===== src/rtl/esc_multi_pwm.sv =====
`default_nettype none
// ============================================================================
//  Module   : esc_multi_pwm
//  Purpose  : N-channel ESC drive block. Per-channel speed/offset shadow
//             setpoints (inc pulses or direct load), committed to the active
//             set at each PWM period boundary; one registered PWM per ESC.
//  Revision : 1.0  initial release
// ============================================================================
module esc_multi_pwm #(
   parameter int NCH      = 4,
   parameter int SPD_W    = 11,
   parameter int OFF_W    = 10,
   parameter int PER_W    = 20,
   parameter int BASE     = 6250,
   parameter int MULT     = 3,
   parameter int STEP     = 16,
   parameter int SAT_MODE = 1,
   localparam int CH_W    = (NCH > 1) ? $clog2(NCH) : 1
) (
   input  logic             clk,
   input  logic             rst,
   input  logic             inc,
   input  logic             sel_speed,
   input  logic [CH_W-1:0]  ch_sel,
   input  logic             ld,
   input  logic [CH_W-1:0]  ld_ch,
   input  logic [SPD_W-1:0] ld_speed,
   input  logic [OFF_W-1:0] ld_off,
   output logic [SPD_W-1:0] SPEED,
   output logic [OFF_W-1:0] OFF,
   output logic             period_st,
   output logic [NCH-1:0]   PWM
);

   localparam logic [PER_W-1:0] c_cnt_max = '1;

   logic [PER_W-1:0] cnt_q, cnt_d;
   logic [SPD_W-1:0] shd_spd_q [NCH];
   logic [SPD_W-1:0] shd_spd_d [NCH];
   logic [OFF_W-1:0] shd_off_q [NCH];
   logic [OFF_W-1:0] shd_off_d [NCH];
   logic [SPD_W-1:0] act_spd_q [NCH];
   logic [SPD_W-1:0] act_spd_d [NCH];
   logic [OFF_W-1:0] act_off_q [NCH];
   logic [OFF_W-1:0] act_off_d [NCH];
   logic [NCH-1:0]   pwm_q, pwm_d;

   logic [SPD_W-1:0] w_spd_inc [NCH];
   logic [OFF_W-1:0] w_off_inc [NCH];
   logic             w_wrap;

   assign w_wrap = (cnt_q == c_cnt_max);

   // Per-channel incremented values and pulse-width comparison
   generate
      for (genvar i = 0; i < NCH; i++) begin : g_ch
         logic [SPD_W:0]   w_spd_sum;
         logic [OFF_W:0]   w_off_sum;
         logic [SPD_W:0]   w_act_sum;
         logic [SPD_W-1:0] w_comp;
         logic [PER_W-1:0] w_width;

         assign w_spd_sum    = {1'b0, shd_spd_q[i]} + (SPD_W+1)'(STEP);
         assign w_off_sum    = {1'b0, shd_off_q[i]} + (OFF_W+1)'(STEP);
         assign w_spd_inc[i] = ((SAT_MODE != 0) && w_spd_sum[SPD_W]) ? '1 : w_spd_sum[SPD_W-1:0];
         assign w_off_inc[i] = ((SAT_MODE != 0) && w_off_sum[OFF_W]) ? '1 : w_off_sum[OFF_W-1:0];

         // Compensated speed is clamped to the speed field range before scaling
         assign w_act_sum = {1'b0, act_spd_q[i]} + (SPD_W+1)'(act_off_q[i]);
         assign w_comp    = w_act_sum[SPD_W] ? '1 : w_act_sum[SPD_W-1:0];
         assign w_width   = PER_W'(BASE) + PER_W'(MULT) * PER_W'(w_comp);
         assign pwm_d[i]  = (cnt_q < w_width);
      end
   endgenerate

   // Shadow update: load beats increment on the same channel; out-of-range targets match nothing
   always_comb begin
      shd_spd_d = shd_spd_q;
      shd_off_d = shd_off_q;
      for (int i = 0; i < NCH; i++) begin
         if (ld && (ld_ch == CH_W'(i))) begin
            shd_spd_d[i] = ld_speed;
            shd_off_d[i] = ld_off;
         end else if (inc && (ch_sel == CH_W'(i))) begin
            if (sel_speed) shd_spd_d[i] = w_spd_inc[i];
            else           shd_off_d[i] = w_off_inc[i];
         end
      end
   end

   // Commit shadow into active on the edge the counter wraps, so the whole period sees one value
   always_comb begin
      cnt_d = cnt_q + PER_W'(1);
      if (w_wrap) begin
         act_spd_d = shd_spd_q;
         act_off_d = shd_off_q;
      end else begin
         act_spd_d = act_spd_q;
         act_off_d = act_off_q;
      end
   end

   // Readback of the selected channel's shadow setpoints (0 when out of range)
   always_comb begin
      SPEED = '0;
      OFF   = '0;
      for (int i = 0; i < NCH; i++) begin
         if (ch_sel == CH_W'(i)) begin
            SPEED = shd_spd_q[i];
            OFF   = shd_off_q[i];
         end
      end
   end

   // State registers
   always_ff @(posedge clk) begin
      if (rst) begin
         cnt_q     <= '0;
         shd_spd_q <= '{default: '0};
         shd_off_q <= '{default: '0};
         act_spd_q <= '{default: '0};
         act_off_q <= '{default: '0};
         pwm_q     <= '0;
      end else begin
         cnt_q     <= cnt_d;
         shd_spd_q <= shd_spd_d;
         shd_off_q <= shd_off_d;
         act_spd_q <= act_spd_d;
         act_off_q <= act_off_d;
         pwm_q     <= pwm_d;
      end
   end

   assign period_st = ~rst & (cnt_q == '0);
   assign PWM       = pwm_q;

endmodule
`default_nettype wire


===== config.mk =====
export PLATFORM = sky130hd
export DESIGN_NAME = esc_multi_pwm
export DESIGN_NICKNAME = d
export VERILOG_FILES = /design/src/rtl/esc_multi_pwm.sv
export SDC_FILE = /design/constraint.sdc
export NUM_CORES = 1
export LEC_CHECK = 0
export BUFFER_PORTS_ARGS = -buffer_cell sky130_fd_sc_hd__buf_2
export CORE_ASPECT_RATIO = 0.8
export CORE_MARGIN = 2
export CORE_UTILIZATION = 55
export DETAILED_ROUTE_END_ITERATION = 8
export PLACE_DENSITY = 0.72
export SLEW_MARGIN = 40
export SYNTH_ARGS = -nofsm -noshare
export SYNTH_HDL_FRONTEND = slang
export SYNTH_SLANG_ARGS = --single-unit
export TNS_END_PERCENT = 5

===== constraint.sdc =====
create_clock -name clk -period 12.14 [get_ports clk]
set_input_delay 1.214 -clock clk [delete_from_list [all_inputs] [get_ports clk]]
set_output_delay 1.214 -clock clk [all_outputs]
set_load 0.01 [all_outputs]

==> results of run 1 <==
[layout make-up]
cell class                      count  area [um^2]  area share
Antenna cell                        2         5.00    0.000334
Multi-Input combinational cell   1427         9510       0.635
Clock buffer                       17          425      0.0284
Timing Repair Buffer               62          347      0.0231
Inverter                           84          315      0.0210
Sequential cell                   192         3840       0.256
Tap cell                          324          405      0.0271
Clock inverter                     14          133     0.00885
[kinds of logic after synthesis]
| kind of cell | count (synthesis) | share of synthesized area |
|---|---|---|
| AO/OA/AOI/OAI | 404 | 0.177 |
| XOR/XNOR | 82 | 0.0514 |
| adder cells (fa/ha/maj) | 190 | 0.174 |
| buffers and inverters | 149 | 0.0452 |
| flip-flops | 192 | 0.275 |
| multiplexers | 30 | 0.0414 |
| AND/OR/NAND/NOR | 721 | 0.236 |
[metrics by stage]
| stage | power (mW) | cells |
|---|---|---|
| 2_1_floorplan | 0.735 | 1768 |
| 3_3_place_gp | 0.778 | 2088 |
| 3_5_place_dp | 0.779 | 2089 |
| 4_1_cts | 1.33 | 2120 |
| 5_1_grt | 1.37 | 2121 |
| 6_report | 1.33 | 2122 |
[power groups by stage]
stage	Sequential (mW)	Combinational (mW)	Clock [mW]
after floorplan	0.670	0.0652	0
after global placement	0.682	0.0953	0
after detailed placement	0.683	0.0967	0
after CTS	0.668	0.0972	0.567
after global routing	0.671	0.109	0.591
final	0.670	0.100	0.557
[registers in the layout (all words and copies together), names as in the netlist]
register and count:
PWM 4, cnt_q 20, act_off_q 40, act_spd_q 44
shd_spd_q 44, shd_off_q 40
[worst max-delay path by stage]
stage | from | cells after the start | slack, ps | to
floorplan | act_spd_q[25] | 24 | 7610 | PWM[1]
global placement | act_spd_q[25] | 22 | 6950 | PWM[1]
detailed placement | act_spd_q[34] | 17 | 7080 | PWM[0]
CTS | act_spd_q[20] | 22 | 7040 | PWM[2]
global route | act_off_q[18] | 22 | 6440 | PWM[2]
finish | act_spd_q[20] | 22 | 7020 | PWM[2]
[per-layer routing]
layer  vias up  GRT usage
met4         0     0.0831
met3        70     0.0736
met5         -          0
met2       526      0.460
li1       6285          -
met1      5994      0.428
[cells in the final DEF (no fill, tap or decap), types with 5 or more instances in the layout]
cell / netlist / routed
nor3_1: 58 / 58
xnor2_1: 29 / 29
a31oi_1: 10 / 10
nor2b_1: 22 / 22
buf_4: 0 / 6
inv_1: 84 / 84
a211oi_1: 25 / 25
fa_1: 8 / 8
mux4_2: 21 / 21
o2111ai_1: 5 / 5
and3_1: 21 / 20
nor2_1: 224 / 224
a311oi_1: 8 / 8
or3_1: 6 / 6
dfxtp_1: 192 / 192
nand4_1: 23 / 23
o21ai_1: 5 / 5
clkbuf_16: 0 / 17
nand2_1: 244 / 244
a41oi_1: 5 / 5
o21ai_0: 48 / 48
or2_2: 14 / 14
nor4_1: 9 / 9
xor2_1: 53 / 53
and4_1: 9 / 9
o21a_1: 15 / 15
nand2b_1: 26 / 26
o211ai_1: 15 / 15
a211o_1: 6 / 6
nand3_1: 34 / 33
o31a_1: 7 / 7
buf_2: 16 / 53
ha_1: 182 / 182
a21o_1: 29 / 29
and2_1: 9 / 9
a21oi_1: 196 / 196
[critical path: cells and delay by family, from the launching register on]
kind            cells  cell delay (ps)
buf+inv             2              100
fa+ha+maj           4             1290
xor+xnor            1              300
flops               1              320
compound gates      9             1760
simple gates        6             1250
==> impl_results.md, run 1 <==
* Slowest Stage Delay on Critical Path at between 500 and 600 ps
* Met1 WL at 17.9 mm
* Synth area leaders: dfxtp_1, ha_1, a21oi_1
* Met2 WL at 16.9 mm
* Run status: finished clean
* Hold path cells at 2
* Share of cells above drive strength 1 at 0.0802
* Worst Hold Class: reg -> reg
* Hpwl dp at 29.9 mm
* Number of post-CTS setup repair buffers at 0
* CTS Root Cell: clkbuf_16
* CP startpoint kind: flip-flop
* Arr. time, crit path at 5480 ps
* CTS resizes at 0
* Starting Density at 0.557
* Rows at 52
* Yosys top cell by area: dfxtp_1
* Final Net Count at 2004
* Critical path data required time at 12500 ps
* # fillers at 2305
* Sequential-to-total area share from yosys stat at 0.275
* Metal3 WL at 3.95 mm
* GRT Overall Usage at 0.303
* Die area at 26700 um^2
* Tmin final at ~5100 ps
* Grt ovf at 0
* Wire per inst at 18.7 um
* Share of power burned in the clock network at 0.420
* Largest net degree at the start of global routing at 116
* Synth top area share at 0.275
* Cts hold-fix bufs at 0
* Clk Latency, worst-skew pair at 450 ps
* FFs w/ async S/R, synth at 0
* Worst VDD drop at roughly 120 uV
* R2r endpoint: PWM[2]
* Height of the die at 147 um
* Synth unique cells at between 70 and 80
* Unrepaired setup endpoints after global routing: no
* Slowest cell on crit path: nor2b_1
* Worst Hold End: act_off_q[38]
* Crit-path cells: ha_1 > and3_1 > o21ai_0 > o2bb2ai_1 > nor2b_1 > or2_2 > inv_1 > ha_1 > inv_1 > ha_1 > a21o_1 > nand2_1 > a21oi_1 > o41ai_1 > o21ai_0 > xnor2_1 > ha_1 > a21oi_1 > nor2b_1 > o21ai_0 > nand2_1 > a211oi_1
* Setup Crit Path Kind: reg -> reg
* Slew Limit Fails at 0
* Main flop type after synthesis: dfxtp_1
* Synth Warn # at 0
* Vias in the first global route at 12100
* # setup viols final at 0
* Hold Path Origin: act_off_q[38]
* Worst r2r src: act_spd_q[20]
* Period utilisation layout at 0.422
* CTS clk-pin slew, worst paths at 80 ps
* FF-to-FF path depth at 22
* Drc violations at 0
* DR vias at 12900
* First-pass GRT wire length at 64.0 mm
* Via/cell ratio at 6.07
* DR iter-0 viols at roughly 1100
* Leakage Power at 6.56 nW
* Die Width at 182 um
* TritonCTS clock tree: built
* Power per cell area at 88.6 nW/um^2
* Post-synth EDFFs at 0
* Hold_ws at 460 ps
* Post-Syn Area at 14000 um^2
* Post-Syn Instances at 1768
* Fin util at 0.597
* Placement Setup Slack at 7080 ps
* FF-to-FF setup slack at 7020 ps
* Top sig layer: met4
* Clk sink count at between 150 and 200
* Int Pwr at 0.967 mW
* Clk_skew at 10.8 ps
* Slew HR at 0.462
* Most common cell in the netlist: nand2_1
* Setup TNS at 0 ps
* Area growth syn-to-layout at 7.21%
* Max Freq at just under 200 MHz
* Average size of a mapped cell at 7.91 um^2
* Initial DRT Pass Iterations at 5
* Gate power share at 0.075
* Net Sw Frac at 0.271
* CTS buffer count at 17
* CORE AREA at 25100 um^2
* CP max FO at 13
* Number of placed I/O pins at 56
* Worst slew pin tran at a little over 800 ps
* Cell area after layout at between 10000 and 15000 um^2
* Final Hold Fails at 0
* Clock buffer depth at 2
* Post-synth top cells: nand2_1, nor2_1, a21oi_1, dfxtp_1, ha_1
* Crit end category: flip-flop
* Sequential group share of total power at 0.505
* Synthesized flop and latch total at 192
* Routability congestion estimate from global placement at between 1 and 1.5
* Post-DRT Antenna Nets at 0
* P_sw at 0.360 mW
* Maxcap violations at 0
* Net Count, Synth at 1988
* Port Buf Inserts at 55
* Worst path most repeated cell: ha_1
* Setup ws final at approximately 7000 ps
* CTS H-tree depth at 4
* Total routed wirelength at 39.7 mm
* Initial antenna violation count at 2
* Placement Cell Area at 14400 um^2
(Power assumes the default switching activity.)
==> inputs of run 2 (changes only) <==
==> constraint.sdc (replaced) <==
create_clock -name clk -period 5.1 [get_ports clk]
set_input_delay 0.51 -clock clk [delete_from_list [all_inputs] [get_ports clk]]
set_output_delay 0.51 -clock clk [all_outputs]
set_load 0.01 [all_outputs]
==> impl_results.md, run 2 (same netlist as run 1, synthesis figures left out) <==
* Run status: finished clean
* Gate power share at 0.076 (about the same)
* DR iter-0 viols at 1192 (+10%)
* CP max FO at 17 (+4)
* TritonCTS clock tree: built
* Placement Setup Slack at 259 ps (-6820 ps)
* Initial antenna violation count at 0 (-2)
* Slew HR at 0.447 (-0.0149)
* Final Net Count at 2007 (+0.15%)
* Arr. time, crit path at 5200 ps (-280 ps)
* Worst slew pin tran at 830 ps (+22.4 ps)
* # setup viols final at 0 (unchanged)
* GRT Overall Usage at 0.296 (-0.00701)
* Crit end category: flip-flop
* CORE AREA at 25100 um^2 (unchanged)
* Clk sink count at 192 (unchanged)
* Cts hold-fix bufs at 0 (unchanged)
* Unrepaired setup endpoints after global routing: yes
* Vias in the first global route at 12000 (-0.89%)
* Die area at 26700 um^2 (unchanged)
* CTS clk-pin slew, worst paths at 80 ps (about the same)
* Tmin final at 4810 ps (-313 ps)
* Slew Limit Fails at 0 (unchanged)
* Total routed wirelength at 39.2 mm (-1.2%)
* Setup crit start: act_spd_q[23]
* Hold Path Origin: ld_off[4]
* Drc violations at 0 (unchanged)
* CTS buffer count at 17 (unchanged)
* Worst Hold Class: in -> reg
* Hpwl dp at 29.9 mm (about the same)
* Wire per inst at 18.4 um (-1.3%)
* First-pass GRT wire length at 63.0 mm (-1.6%)
* Sequential group share of total power at 0.503 (-0.002)
* Largest net degree at the start of global routing at 112 (-3.4%)
* Height of the die at 147 um (unchanged)
* Setup ws final at 290 ps (-6730 ps)
* Leakage Power at 6.60 nW (+0.52%)
* CTS Root Cell: clkbuf_16
* Met1 Use GR at 0.412 (-0.0165)
* Int Pwr at 2.28 mW (+140%)
* Worst r2r src: act_spd_q[23]
* Post-DRT Antenna Nets at 0 (unchanged)
* Area growth syn-to-layout at 7.71%
* Routability congestion estimate from global placement at 1.01 (-2.5%)
* Clk Latency, worst-skew pair at 450 ps (about the same)
* Max Freq at 208 MHz (+6.5%)
* CTS H-tree depth at 4 (unchanged)
* Starting Density at 0.557 (unchanged)
* Grt ovf at 0 (unchanged)
* CTS resizes at 0 (unchanged)
* Via/cell ratio at 6.10 (+0.59%)
* Most common cell after layout, fill and taps aside: nand2_1
* Worst VDD drop at 245 uV (+100%)
* Biggest regs: act_spd_q x44, shd_spd_q x44
* Busiest grt layer: met2
* Number of placed I/O pins at 56 (unchanged)
* Number of post-CTS setup repair buffers at 0 (unchanged)
* Final Hold Fails at 0 (unchanged)
* Setup Crit Path Kind: reg -> reg
* Period utilisation layout at 0.943 (+0.521)
* Clk_skew at 13.8 ps (+2.97 ps)
* CP startpoint kind: flip-flop
* Clock buffer depth at 2 (unchanged)
* Maxcap violations at 0 (unchanged)
* Rows at 52 (unchanged)
* Share of cells above drive strength 1 at 0.0844 (+0.00427)
* DR vias at 13000 (+0.73%)
* Critical path data required time at 5490 ps (-7010 ps)
* Initial DRT Pass Iterations at 5 (unchanged)
* Met3 Track Usage GR at 0.0846 (+0.0110)
* Power per cell area at 211 nW/um^2 (+140%)
* Share of power burned in the clock network at 0.421 (about the same)
* P_sw at 0.895 mW (+150%)
* Most frequent cells in the layout: nand2_1, nor2_1, a21oi_1
* # fillers at 2308 (+0.13%)
* Met2 Use GR at 0.454 (-0.00687)
* Fin util at 0.599 (+0.00274)
* Port Buf Inserts at 55 (unchanged)
* Net Sw Frac at 0.282 (+0.0107)
* Die Width at 182 um (unchanged)
[run 2: final timing paths]
| path | depth (start not counted) | end | slack [ps] |
|---|---|---|---|
| min reg2reg | 2 | act_off_q[20] | 460 |
| min | 3 | shd_off_q[4] | 360 |
| max reg2reg | 24 | PWM[1] | 290 |
| max | 24 | PWM[1] | 290 |
[run 2: power by group through the flow]
stage | combinational, mW | clock, mW | sequential, mW
floorplan | 0.155 | 0 | 1.59
detailed placement | 0.231 | 0 | 1.62
global route | 0.262 | 1.40 | 1.60
CTS | 0.232 | 1.34 | 1.59
finish | 0.242 | 1.33 | 1.60
global placement | 0.227 | 0 | 1.62
[run 2: metal layers]
layer | share of wire | wire [um]
met3 | 0.11 | 4370
met5 | 0 | 0
met4 | 0.015 | 600
met1 | 0.44 | 17100
met2 | 0.44 | 17100
[run 2: final cells by class]
type	count	area [um^2]	area share
multi-input cells	1427	9530	0.633
flip-flops and latches	192	3840	0.255
clock buffers	18	429	0.0285
well taps	324	405	0.0269
repair buffers	65	383	0.0254
inverters	84	315	0.0209
clock inverters	14	141	0.00939
diodes	1	2.50	0.000166
[run 2: metrics by stage]
step                      TNS (ps)  total power, mW  instance area, um^2  hold slack (ps)  cells
after floorplan                  0             1.75                14000              440   1768
after global placement           0             1.85                14400              449   2090
after detailed placement         0             1.86                14400              452   2090
after CTS                        0             3.16                15000              358   2122
after global routing         -83.8             3.26                15100              371   2124
final                            0             3.17                15100              361   2125
[run 2: worst max-delay path: stages, from the launching register on]
cell      delay, ps
dfxtp_1         330
ha_1            320
a211oi_2        250
o211ai_1        150
and2_1          200
nand3_1          80
a21boi_1         60
buf_4           200
nand2b_1        150
ha_1            280
ha_1            180
inv_1            60
fa_1            390
nand2b_1        180
a21oi_1         180
o211ai_1        100
nand2_1         120
a21oi_1          80
mux2_1          300
ha_1            280
and4_1          230
nand4_1         130
o211ai_1        110
a311oi_1        210
o41a_1          170
